**src/rtl/axil2wb_bridge.sv**
```systemverilog
// -----------------------------------------------------------------------------
// axil2wb_bridge
//
// AXI4-Lite responder that turns every AXI-Lite read or write into exactly one
// classic Wishbone master cycle. One transaction is in flight at a time. The
// AW, W and AR channels each have a 1-deep capture buffer, so a new request
// can be accepted while a Wishbone cycle runs. Contested grants alternate
// between write and read. A Wishbone slave that never answers is abandoned
// after TIMEOUT cycles and the bridge reports SLVERR.
//
// Ports:
//   axis_clk, axis_rst_n          clock, asynchronous active-low reset
//   awvalid/awready/awaddr        AXI write address channel
//   wvalid/wready/wdata/wstrb     AXI write data channel
//   bvalid/bready/bresp           AXI write response channel
//   arvalid/arready/araddr        AXI read address channel
//   rvalid/rready/rdata/rresp     AXI read data channel
//   wbm_cyc_o/stb_o/we_o          Wishbone master control
//   wbm_sel_o/adr_o/dat_o         Wishbone master request
//   wbm_dat_i/ack_i/err_i         Wishbone slave response
// -----------------------------------------------------------------------------
module axil2wb_bridge #(
    parameter int ADDR_WIDTH = 32,
    parameter int DATA_WIDTH = 32,
    parameter int TIMEOUT    = 255
) (
    input  logic                    axis_clk,
    input  logic                    axis_rst_n,

    input  logic                    awvalid,
    output logic                    awready,
    input  logic [ADDR_WIDTH-1:0]   awaddr,

    input  logic                    wvalid,
    output logic                    wready,
    input  logic [DATA_WIDTH-1:0]   wdata,
    input  logic [DATA_WIDTH/8-1:0] wstrb,

    output logic                    bvalid,
    input  logic                    bready,
    output logic [1:0]              bresp,

    input  logic                    arvalid,
    output logic                    arready,
    input  logic [ADDR_WIDTH-1:0]   araddr,

    output logic                    rvalid,
    input  logic                    rready,
    output logic [DATA_WIDTH-1:0]   rdata,
    output logic [1:0]              rresp,

    output logic                    wbm_cyc_o,
    output logic                    wbm_stb_o,
    output logic                    wbm_we_o,
    output logic [DATA_WIDTH/8-1:0] wbm_sel_o,
    output logic [ADDR_WIDTH-1:0]   wbm_adr_o,
    output logic [DATA_WIDTH-1:0]   wbm_dat_o,
    input  logic [DATA_WIDTH-1:0]   wbm_dat_i,
    input  logic                    wbm_ack_i,
    input  logic                    wbm_err_i
);

    localparam int         STRB_WIDTH = DATA_WIDTH / 8;
    localparam logic [1:0] RESP_OKAY   = 2'b00;
    localparam logic [1:0] RESP_SLVERR = 2'b10;
    // The counter is compared before its increment, so matching TIMEOUT-1
    // means this is the TIMEOUT-th cycle spent waiting.
    localparam logic [7:0] TO_LAST = 8'(TIMEOUT - 1);

    localparam logic GRANT_WR = 1'b0;
    localparam logic GRANT_RD = 1'b1;

    typedef enum logic [2:0] {
        S_IDLE,
        S_WB_WR,
        S_WB_RD,
        S_WRESP,
        S_RRESP
    } state_t;

    state_t state_q, state_d;

    // Capture buffers
    logic                  aw_full_q, aw_full_d;
    logic                  w_full_q,  w_full_d;
    logic                  ar_full_q, ar_full_d;
    logic                  awready_q, awready_d;
    logic                  wready_q,  wready_d;
    logic                  arready_q, arready_d;
    logic [ADDR_WIDTH-1:0] awaddr_q,  awaddr_d;
    logic [DATA_WIDTH-1:0] wdata_q,   wdata_d;
    logic [STRB_WIDTH-1:0] wstrb_q,   wstrb_d;
    logic [ADDR_WIDTH-1:0] araddr_q,  araddr_d;

    // Arbitration and Wishbone tracking
    logic                  last_grant_q, last_grant_d;
    logic [7:0]            cnt_q, cnt_d;

    // Registered request / response datapath
    logic [ADDR_WIDTH-1:0] adr_q,   adr_d;
    logic [DATA_WIDTH-1:0] dat_q,   dat_d;
    logic [STRB_WIDTH-1:0] sel_q,   sel_d;
    logic [1:0]            bresp_q, bresp_d;
    logic [1:0]            rresp_q, rresp_d;
    logic [DATA_WIDTH-1:0] rdata_q, rdata_d;

    logic wr_pend;
    logic rd_pend;
    logic grant_wr;
    logic grant_rd;
    logic wb_timeout;
    logic wb_done;
    logic wb_ok;

    assign wr_pend    = aw_full_q & w_full_q;
    assign rd_pend    = ar_full_q;
    assign wb_timeout = (cnt_q == TO_LAST);
    assign wb_done    = wbm_ack_i | wbm_err_i | wb_timeout;
    // Only a clean ack is OKAY; err (even alongside ack) or timeout is SLVERR.
    assign wb_ok      = wbm_ack_i & ~wbm_err_i;

    // -------------------------------------------------------------------------
    // FSM: state register
    // -------------------------------------------------------------------------
    always_ff @(posedge axis_clk or negedge axis_rst_n) begin
        if (!axis_rst_n) begin
            state_q <= S_IDLE;
        end else begin
            state_q <= state_d;
        end
    end

    // -------------------------------------------------------------------------
    // FSM: next-state and arbitration
    // -------------------------------------------------------------------------
    always_comb begin
        state_d      = state_q;
        grant_wr     = 1'b0;
        grant_rd     = 1'b0;
        last_grant_d = last_grant_q;
        case (state_q)
            S_IDLE: begin
                if (wr_pend && rd_pend) begin
                    // Round-robin only advances on a contested grant, so an
                    // uncontested request never steals the other side's turn.
                    if (last_grant_q == GRANT_RD) begin
                        grant_wr     = 1'b1;
                        last_grant_d = GRANT_WR;
                    end else begin
                        grant_rd     = 1'b1;
                        last_grant_d = GRANT_RD;
                    end
                end else if (wr_pend) begin
                    grant_wr = 1'b1;
                end else if (rd_pend) begin
                    grant_rd = 1'b1;
                end

                if (grant_wr) begin
                    state_d = S_WB_WR;
                end else if (grant_rd) begin
                    state_d = S_WB_RD;
                end
            end
            S_WB_WR: begin
                if (wb_done) begin
                    state_d = S_WRESP;
                end
            end
            S_WB_RD: begin
                if (wb_done) begin
                    state_d = S_RRESP;
                end
            end
            S_WRESP: begin
                if (bready) begin
                    state_d = S_IDLE;
                end
            end
            S_RRESP: begin
                if (rready) begin
                    state_d = S_IDLE;
                end
            end
            default: begin
                state_d = S_IDLE;
            end
        endcase
    end

    // -------------------------------------------------------------------------
    // FSM: outputs decoded from the state register (edge-aligned, stb == cyc)
    // -------------------------------------------------------------------------
    always_comb begin
        wbm_cyc_o = (state_q == S_WB_WR) || (state_q == S_WB_RD);
        wbm_stb_o = (state_q == S_WB_WR) || (state_q == S_WB_RD);
        wbm_we_o  = (state_q == S_WB_WR);
        bvalid    = (state_q == S_WRESP);
        rvalid    = (state_q == S_RRESP);
    end

    // -------------------------------------------------------------------------
    // Capture buffers and datapath next-state
    // -------------------------------------------------------------------------
    always_comb begin
        aw_full_d = aw_full_q;
        w_full_d  = w_full_q;
        ar_full_d = ar_full_q;
        awaddr_d  = awaddr_q;
        wdata_d   = wdata_q;
        wstrb_d   = wstrb_q;
        araddr_d  = araddr_q;

        // A buffer is never both captured into and launched from on one edge:
        // ready is low whenever the buffer is full.
        if (awvalid && awready_q) begin
            aw_full_d = 1'b1;
            awaddr_d  = awaddr;
        end
        if (wvalid && wready_q) begin
            w_full_d = 1'b1;
            wdata_d  = wdata;
            wstrb_d  = wstrb;
        end
        if (arvalid && arready_q) begin
            ar_full_d = 1'b1;
            araddr_d  = araddr;
        end
        if (grant_wr) begin
            aw_full_d = 1'b0;
            w_full_d  = 1'b0;
        end
        if (grant_rd) begin
            ar_full_d = 1'b0;
        end

        // Ready is a register that mirrors the buffer's next emptiness, so it
        // drops the cycle after a handshake and rises again at the launch edge.
        awready_d = ~aw_full_d;
        wready_d  = ~w_full_d;
        arready_d = ~ar_full_d;
    end

    always_comb begin
        cnt_d   = cnt_q;
        adr_d   = adr_q;
        dat_d   = dat_q;
        sel_d   = sel_q;
        bresp_d = bresp_q;
        rresp_d = rresp_q;
        rdata_d = rdata_q;

        if (grant_wr) begin
            cnt_d = 8'd0;
            adr_d = awaddr_q;
            dat_d = wdata_q;
            sel_d = wstrb_q;
        end else if (grant_rd) begin
            cnt_d = 8'd0;
            adr_d = araddr_q;
            sel_d = {STRB_WIDTH{1'b1}};
        end else if (state_q == S_WB_WR || state_q == S_WB_RD) begin
            cnt_d = cnt_q + 8'd1;
        end

        if (state_q == S_WB_WR && wb_done) begin
            bresp_d = wb_ok ? RESP_OKAY : RESP_SLVERR;
        end
        if (state_q == S_WB_RD && wb_done) begin
            rresp_d = wb_ok ? RESP_OKAY : RESP_SLVERR;
            rdata_d = wb_ok ? wbm_dat_i : '0;
        end
    end

    // -------------------------------------------------------------------------
    // Datapath registers
    // -------------------------------------------------------------------------
    always_ff @(posedge axis_clk or negedge axis_rst_n) begin
        if (!axis_rst_n) begin
            aw_full_q    <= 1'b0;
            w_full_q     <= 1'b0;
            ar_full_q    <= 1'b0;
            awready_q    <= 1'b0;
            wready_q     <= 1'b0;
            arready_q    <= 1'b0;
            awaddr_q     <= '0;
            wdata_q      <= '0;
            wstrb_q      <= '0;
            araddr_q     <= '0;
            last_grant_q <= GRANT_RD;
            cnt_q        <= 8'd0;
            adr_q        <= '0;
            dat_q        <= '0;
            sel_q        <= '0;
            bresp_q      <= RESP_OKAY;
            rresp_q      <= RESP_OKAY;
            rdata_q      <= '0;
        end else begin
            aw_full_q    <= aw_full_d;
            w_full_q     <= w_full_d;
            ar_full_q    <= ar_full_d;
            awready_q    <= awready_d;
            wready_q     <= wready_d;
            arready_q    <= arready_d;
            awaddr_q     <= awaddr_d;
            wdata_q      <= wdata_d;
            wstrb_q      <= wstrb_d;
            araddr_q     <= araddr_d;
            last_grant_q <= last_grant_d;
            cnt_q        <= cnt_d;
            adr_q        <= adr_d;
            dat_q        <= dat_d;
            sel_q        <= sel_d;
            bresp_q      <= bresp_d;
            rresp_q      <= rresp_d;
            rdata_q      <= rdata_d;
        end
    end

    assign awready   = awready_q;
    assign wready    = wready_q;
    assign arready   = arready_q;
    assign bresp     = bresp_q;
    assign rresp     = rresp_q;
    assign rdata     = rdata_q;
    assign wbm_adr_o = adr_q;
    assign wbm_dat_o = dat_q;
    assign wbm_sel_o = sel_q;

endmodule

```
**config.mk**
```make
export PLATFORM = sky130hd
export DESIGN_NAME = axil2wb_bridge
export DESIGN_NICKNAME = d
export VERILOG_FILES = /design/src/rtl/axil2wb_bridge.sv
export SDC_FILE = /design/constraint.sdc
export NUM_CORES = 1
export LEC_CHECK = 0
export BUFFER_PORTS_ARGS = -buffer_cell sky130_fd_sc_hd__buf_2
export CAP_MARGIN = 20
export CORE_MARGIN = 8
export CORE_UTILIZATION = 55
export DETAILED_ROUTE_END_ITERATION = 10
export PLACE_DENSITY = 0.84
export SYNTH_ARGS = -nofsm -noshare
export SYNTH_HDL_FRONTEND = slang
export SYNTH_SLANG_ARGS = --single-unit
```
**constraint.sdc**
```tcl
create_clock -name axis_clk -period 3.8 [get_ports axis_clk]
set_input_delay 0.57 -clock axis_clk [delete_from_list [all_inputs] [get_ports axis_clk]]
set_output_delay 0.57 -clock axis_clk [all_outputs]
set_load 0.005 [all_outputs]
```
* Word-level counts from Yosys, hierarchy flattened
Cells that the tools add are included.
** Operators by class
- $add $sub $neg :: 1
- Divide/modulo/power cells :: 0
- Reduce and logical (&&, ||, !) cells :: 12
- Bitwise logic cells :: 8
- $mul :: 0
- Mux-type cells :: 33
- Equal/unequal tests :: 10
- Magnitude comparators :: 0
- Shift-type cells :: 0
** Operators by type and width (count)
- $mux W32 :: 3
- $mux W8 :: 3
- $mux W3 :: 6
- $mux W1 :: 17
- $pmux W3 S5 :: 1
- $add A8 B1 Y8 const B :: 1
- $eq A8 B8 Y1 const B :: 1
- $mux W4 :: 2
- $eq A3 B2 Y1 const B :: 2
- $logic_and A1 B1 Y1 :: 6
- $ne A2 B1 Y1 const B :: 3
- $reduce_and A5 Y1 :: 1
- $not A1 Y1 :: 4
- $eq A3 B1 Y1 const B :: 1
- $eq A3 B3 Y1 const B :: 1
- $logic_not A3 Y1 :: 1
- $ne A3 B3 Y1 const B :: 1
- $reduce_bool A3 Y1 :: 1
- $and A1 B1 Y1 :: 2
- $mux W2 :: 1
- $ne A2 B2 Y1 const B :: 1
- $or A1 B1 Y1 :: 2
- $reduce_and A2 Y1 :: 1
- $reduce_bool A2 Y1 :: 1
- $logic_or A1 B1 Y1 :: 1
** Storage, ports and cells
- Output and inout port bits :: 112
- Register bits after elaboration :: 222
- Latch bits :: 0
- Memory bits (writable) :: 0
- Bits in read-only memories :: 0
- Input bits :: 141
- Logic and storage cells :: 83
- Memories :: 0

* Depth between registers and ports, before layout
Gate-level depths: netlist of the first run.
- Word-level depth :: 7
- Mapped depth :: 7
- Depth with buffers taken out :: 6

* Least setup slack after synthesis of the first run
Ideal clock, no wire load.
- Path kind :: register -> output
- From :: register state_q[0]
- To :: output wbm_stb_o
- Data arrival time :: 1.259 ns
- Required time :: 3.230 ns
- Path slack :: 1.971 ns
- Stages on the path, launching flop included :: 6
- Cell sequence :: dfrtp_1 buf_6 xnor2_1 or2_2 inv_1 buf_4
** Between the ends
- Cells in the longest elaborated chain, start to end :: 2
** RTL lines
- from (decl) :: line 81 : state_t state_q, state_d;
- from (signal assigned) :: line 129 : state_q <= state_d;
- $eq A3 B1 Y1 / $eq A3 B2 Y1 (equally long branches)
- $logic_or A1 B1 Y1 *
- to (decl) :: line 53 : output logic wbm_stb_o,
Mark *: on every way between the ends. The rest lies on a longest branch, timed or not.

* Final worst setup path of the first run
- From :: register state_q[0]
- To :: output wbm_stb_o
** Between the ends
- Cells in the longest elaborated chain, start to end :: 2
** RTL lines
- $eq A3 B1 Y1 / $eq A3 B2 Y1 (equally long branches) :: line 196 : wbm_stb_o = (state_q == S_WB_WR) || (state_q == S_WB_RD);
- $logic_or A1 B1 Y1 * :: line 196
Marks and branches as above.

==> reports/results.tsv, run 1 <==
stage	metric	value	unit
clock_tree	cts_resized	0	
worst_setup_path	startpoint	state_q[0]	
clock_tree	clk-insertion-delay-late	500	ps
yosys	synth.distinct_cells	50	
die	die_w	142	microns
clock_tree	cts_num_sinks	220	
worst_setup_path	crit_type	register to primary output	
min_path	hold_class	input pin to async pin	
clock_tree	hold_buffers	0	
cells_and_area	drive_gt1_share	50.5	%
timing	worst_pin_slew	900	ps
placed_design	gp_congestion	0.837	
yosys	netlist.area_leader.share	62.5	%
worst_setup_path	crit_required	3230	ps
routing	drc	0	
routing	vias_per_cell	5.38	
worst_setup_path	end_kind	primary output	
worst_setup_path	reg2reg_slack	1450	ps
clock_tree	cts_setup_buffers	0	
routing	drt_iter0_drc	294	
power	combPwrFrac	34.6	%
timing	fin_setup_tns	0	ps
run_status	status	finished clean	
flow_run	max_cap_violations	0	
worst_setup_path	cp_max_fo	9	
power	ir_worst_vdd	0.479	mV
yosys	synth.cell_area	8770	sq um
timing	fmax	389	MHz
yosys	yosys.area_share.simple	4.55	%
power	p_sw_share	31.9	%
power	clockPowerShare	22.4	%
yosys	ys.flop_type	dfrtp_1	
yosys	synth_top_area_cell	dfrtp_1	
yosys	synth_xor_area_share	0.799	%
clock_tree	clk_pin_slew_worst_paths	60	ps
routing	routed-via-count	5816	
yosys	synth-adder-area-share	0.285	%
grt	grt_pass1_vias	6225	
timing	finalCritPeriodShare	67.7	%
yosys	synth-edff-count	0	
power	p_sw	3050	uW
worst_setup_path	r2r_start	state_q[2]	
cells_and_area	final_area	10800	sq um
timing	slew_headroom	40.0	%
placed_design	place_area	10100	sq um
grt	grt_remaining_overflow	0	
routing	wl	20300	microns
cells_and_area	area_delta_synth_final	23.6	%
yosys	synthArstFlopShare	100	%
yosys	synthCells	604	
die	die_h	142	microns
timing	hold_violations	0	
timing	rsz0062_at_grt	no	
yosys	ys_ff_latch	220	
timing	hold_ws	104	ps
clock_tree	cts_made_buffers	23	
clock_tree	cts_tree	done	
die	core	15700	sq um
die	row_count	46	
yosys	synth_commonest_cells	dfrtp_1, mux2_2, nor2_1	
yosys	synth_compound_gate_area_share	6.94	%
grt	grt_max_degree	87	
clock_tree	htreeDepth	1	
worst_setup_path	endpoint	wbm_stb_o	
power	cellPowerDensity	881	nW/um^2
yosys	synth_top_family_by_area	multiplexers	
worst_setup_path	r2r-end	wbm_adr_o[16]	
routing	firstDrtPassIters	6	
worst_setup_path	rr_worst_depth	5	
cells_and_area	fillers	1132	
clock_tree	root_buffer	clkbuf_16	
grt	track_usage	19.8	%
timing	post-route-min-period	2570	ps
power	total_power	9540	uW
yosys	synth.area.top_cells	dfrtp_1, mux2_2, mux2i_1	
yosys	avgSynthCellArea	14.5	sq um
yosys	synth_most_common_cell	dfrtp_1	
cells_and_area	final_nets	994	
grt	antenna_found_initial	1	
routing	ant_nets	0	
clock_tree	clockBufferDepth	3	
yosys	synthMuxAreaShare	20.9	%
die	pin_count	253	
power	intPower	6500	uW
worst_setup_path	arrival	2000	ps
placed_design	dp_hpwl	14400	microns
yosys	yosysSeqAreaShare	62.8	%
die	die_area	20200	sq um
die	start_util	55.8	%
placed_design	port_buffers	250	
routing	avgRoutedWirePerCell	18.8	microns
power	p_seq_share	43.0	%
power	power_leakage	0.00510	uW
worst_setup_path	crit_path_start_kind	register	
yosys	yosys_warnings	0	
timing	finalSetupViolCount	0	
timing	finClkSkew	15.4	ps
timing	slew_viol_final	0	
grt	grt_pass1_wl	32200	microns
-- critical path, cell delays in order (launching register included) --
cell and delay (ps):
dfrtp_1 490, xnor2_1 500, or2_2 260, inv_1 100
buf_2 140
-- cell usage in the layout (no fill, tap or decap), types with 3 or more instances in the layout --
cell type / instances
buf_2: 249
dfrtp_1: 219
mux2_2: 132
nor2_1: 42
a21oi_1: 35
mux2i_1: 33
a22o_1: 32
clkbuf_16: 23
xnor2_1: 8
buf_4: 8
nand2_1: 7
clkbuf_8: 6
clkbuf_1: 6
nor3_1: 5
o22a_1: 5
inv_1: 4
nand4_1: 3
clkinv_2: 3
-- power groups by stage --
stage | Clock (uW) | Sequential, uW | Combinational, uW
6_report | 2140 | 4100 | 3300
3_5_place_dp | 0 | 4130 | 3300
4_1_cts | 2190 | 4110 | 3320
5_1_grt | 2270 | 4250 | 3620
3_3_place_gp | 0 | 4080 | 3160
2_1_floorplan | 0 | 4010 | 2350
-- logic make-up after synthesis --
logic type	after synthesis
buf+inv	44
fa+ha+maj	2
flops	220
xor+xnor	8
compound gates	85
other cells	1
mux	166
simple gates	78
-- sequential cells by signal (all words and copies together), names as in the netlist, 3 cells and up --
| name | count |
|---|---|
| araddr_q | 32 |
| awaddr_q | 32 |
| rdata | 32 |
| wbm_adr_o | 32 |
| wbm_dat_o | 32 |
| wdata_q | 32 |
| cnt_q | 8 |
| wbm_sel_o | 4 |
| wstrb_q | 4 |
| state_q | 3 |
-- metal layers --
metal	track usage [%]	vias up	wire length, microns
li1	-	2646	-
met1	24.3	2953	8260
met2	34.1	184	10200
met3	4.70	33	1350
met4	5.94	0	458
met5	0	-	0
-- final cells by class --
class                   count  area (sq um)  area share (%)
flip-flops and latches    220          5510            50.8
multi-input cells         341          2950            27.2
inverters                   5          18.8           0.173
clock buffers              34           667            6.16
well taps                 216           270            2.49
diodes                      1          2.50          0.0231
repair buffers            260          1370            12.6
clock inverters             5          53.8           0.497
-- worst min path at each step --
stage          cells after the start         start           end
6_report                           1    axis_rst_n     rdata[30]
5_1_grt                            1    axis_rst_n     rdata[30]
4_1_cts                            1    axis_rst_n     rdata[30]
3_5_place_dp                       1     rdata[24]     rdata[24]
3_3_place_gp                       1  wbm_sel_o[2]  wbm_sel_o[2]
2_1_floorplan                      0    axis_rst_n     ar_full_q
-- stage by stage --
stage	std cells	setup WS [ps]	utilization, %
after CTS	1080	1240	68.8
after global routing	1082	1150	69.0
after floorplan	605	1970	-
after detailed placement	1041	1450	64.2
final	1082	1230	69.0
after global placement	1041	1590	64.2
(Power assumes the default switching activity.)
==> run 2: changes to the inputs <==
--- a/config.mk
+++ b/config.mk
@@ -8,9 +8,9 @@
 export BUFFER_PORTS_ARGS = -buffer_cell sky130_fd_sc_hd__buf_2
 export CAP_MARGIN = 20
 export CORE_MARGIN = 8
-export CORE_UTILIZATION = 55
+export CORE_UTILIZATION = 52
 export DETAILED_ROUTE_END_ITERATION = 10
-export PLACE_DENSITY = 0.84
+export PLACE_DENSITY = 0.8
 export SYNTH_ARGS = -nofsm -noshare
 export SYNTH_HDL_FRONTEND = slang
 export SYNTH_SLANG_ARGS = --single-unit
==> constraint.sdc (replaced) <==
create_clock -name axis_clk -period 2.6 [get_ports axis_clk]
set_input_delay 0.39 -clock axis_clk [delete_from_list [all_inputs] [get_ports axis_clk]]
set_output_delay 0.39 -clock axis_clk [all_outputs]
set_load 0.005 [all_outputs]
==> reports/results.tsv, run 2 (synthesis gave the netlist of run 1 again) <==
stage	metric	value	unit	change
timing	setup_slack	211	ps	-1020 ps
cells_and_area	fillers	1243		+9.8%
min_path	hold_class	input pin to register		
worst_setup_path	crit_type	register to primary output		
timing	rsz0062_at_grt	no		
routing	dr_wl_met3	1200	microns	-11%
cells_and_area	final_util	66.9	%	-2.1 points
timing	slew_viol_final	0		unchanged
routing	drc	0		unchanged
routing	route.met2.wl	10800	microns	+5.7%
worst_setup_path	crit_path_start_kind	register		
worst_setup_path	end_kind	primary output		
clock_tree	cts_tree	done		
placed_design	dp_hpwl	14300	microns	-0.60%
routing	top_layer_used	met4		
routing	firstDrtPassIters	6		unchanged
timing	hold_violations	0		unchanged
power	total_power	14600	uW	+53%
grt	grt_remaining_overflow	0		unchanged
timing	finalSetupViolCount	0		unchanged
placed_design	port_buffers	250		unchanged
routing	drt_iter0_drc	219		-26%
grt	antenna_found_initial	3		+2
clock_tree	root_buffer	clkbuf_16		
worst_setup_path	cp_max_fo	9		unchanged
power	power_leakage	0.00519	uW	+1.8%
routing	vias_per_cell	5.26		-2.1%
timing	fin_setup_tns	0	ps	unchanged
worst_setup_path	crit_required	2210	ps	-1020 ps
timing	finClkSkew	9.66	ps	-5.71 ps
die	pin_count	253		unchanged
routing	routed-via-count	5763		-0.91%
clock_tree	clk-insertion-delay-late	500	ps	about the same
cells_and_area	layout_commonest_cell	buf_2		
clock_tree	cts_setup_buffers	0		unchanged
routing	wl	21000	microns	+3.3%
timing	finalCritPeriodShare	91.9	%	
clock_tree	clk_pin_slew_worst_paths	60	ps	about the same
cells_and_area	drive_gt1_share	51.3	%	+0.74 points
power	ir_worst_vdd	0.631	mV	+32%
timing	fmax	419	MHz	
grt	grt_pass1_wl	34300	microns	+6.5%
placed_design	gp_congestion	0.788		-5.9%
die	die_h	146	microns	+2.5%
clock_tree	cts_num_sinks	220		unchanged
clock_tree	clockBufferDepth	3		unchanged
timing	worst_pin_slew	548	ps	-351 ps
clock_tree	cts_made_buffers	24		+4.3%
die	row_count	47		+2.2%
die	core	16500	sq um	+5.2%
routing	m1WireLength	8520	microns	+3.2%
worst_setup_path	worst_path_max_delay_cell	xnor2_1		
grt	grt_pass1_vias	6394		+2.7%
timing	slew_headroom	63.2	%	+23 points
timing	post-route-min-period	2390	ps	
routing	ant_nets	0		unchanged
worst_setup_path	arrival	2000	ps	about the same
clock_tree	htreeDepth	1		unchanged
worst_setup_path	crit_path_max_incr_delay	520	ps	+20 ps
flow_run	max_cap_violations	0		unchanged
grt	grt_max_degree	72		-17%
cells_and_area	mostFrequentLayoutCells	buf_2, dfrtp_1, mux2_2, nor2_1, a21oi_1		
cells_and_area	final_nets	998		+0.40%
die	die_area	21300	sq um	+5.1%
die	die_w	146	microns	+2.5%
cells_and_area	area_delta_synth_final	26.1	%	
worst_setup_path	cp_cell_sequence	xnor2_1 -> or2_2 -> inv_1 -> buf_2		
grt	track_usage	19.5	%	-0.31 points
routing	avgRoutedWirePerCell	19.1	microns	+2.0%
die	start_util	53.1	%	-2.7 points
run_status	status	finished clean		
placed_design	pre_cts_ws	662	ps	-789 ps
power	cellPowerDensity	1320	nW/um^2	+50%
## run 2: per-layer routing
metal / track usage (%) / up-vias
li1: - / 2653
met1: 23.8 / 2898
met2: 33.7 / 175
met3: 4.32 / 37
met4: 6.30 / 0
met5: 0 / -
## run 2: worst paths after layout
| path | from | endpoint | slack, ps | cells after the start |
|---|---|---|---|---|
| min in group asynchronous | axis_rst_n | wbm_dat_o[4] | 410 | 2 |
| max in group asynchronous | axis_rst_n | wdata_q[24] | 1410 | 3 |
| worst min-delay path | wbm_dat_i[13] | rdata[13] | 100 | 2 |
| worst min register to register | rdata[16] | rdata[16] | 500 | 1 |
| worst max-delay path | state_q[0] | wbm_stb_o | 210 | 4 |
| worst max register to register | state_q[2] | wbm_dat_o[6] | 660 | 4 |
## run 2: area by class of cell
class / instances / area [sq um] / area share (%)
Antenna cell: 3 / 7.51 / 0.0679
Inverter: 5 / 18.8 / 0.170
Sequential cell: 220 / 5510 / 49.8
Timing Repair Buffer: 263 / 1410 / 12.8
Clock buffer: 32 / 702 / 6.35
Tap cell: 220 / 275 / 2.49
Clock inverter: 11 / 185 / 1.68
Multi-Input combinational cell: 341 / 2950 / 26.7
## run 2: power breakdown
group / internal [uW] / total, uW / switching [uW]
clock: 2390 / 3720 / 1330
combinational: 2600 / 4890 / 2290
sequential: 5070 / 6000 / 929
## run 2: worst max-delay path: cells and delay by family, from the launching register on
kind / cells / cell delay [ps]
buffers and inverters: 2 / 210
flip-flops: 1 / 500
AND/OR/NAND/NOR: 1 / 250
XOR/XNOR: 1 / 520
## run 2: stage by stage
stage          instance area [sq um]  std cells  hold WS (ps)
2_1_floorplan                   8770        605          94.4
3_3_place_gp                   10100       1048           342
3_5_place_dp                   10100       1048           344
4_1_cts                        11000       1092          78.1
5_1_grt                        11100       1095          86.2
6_report                       11100       1095           103
## run 2: repair_timing
action | CTS | global route
gates resized for setup | 0 | 0
hold buffers | 1 | 0
endpoints found under the hold margin | 54 | 0
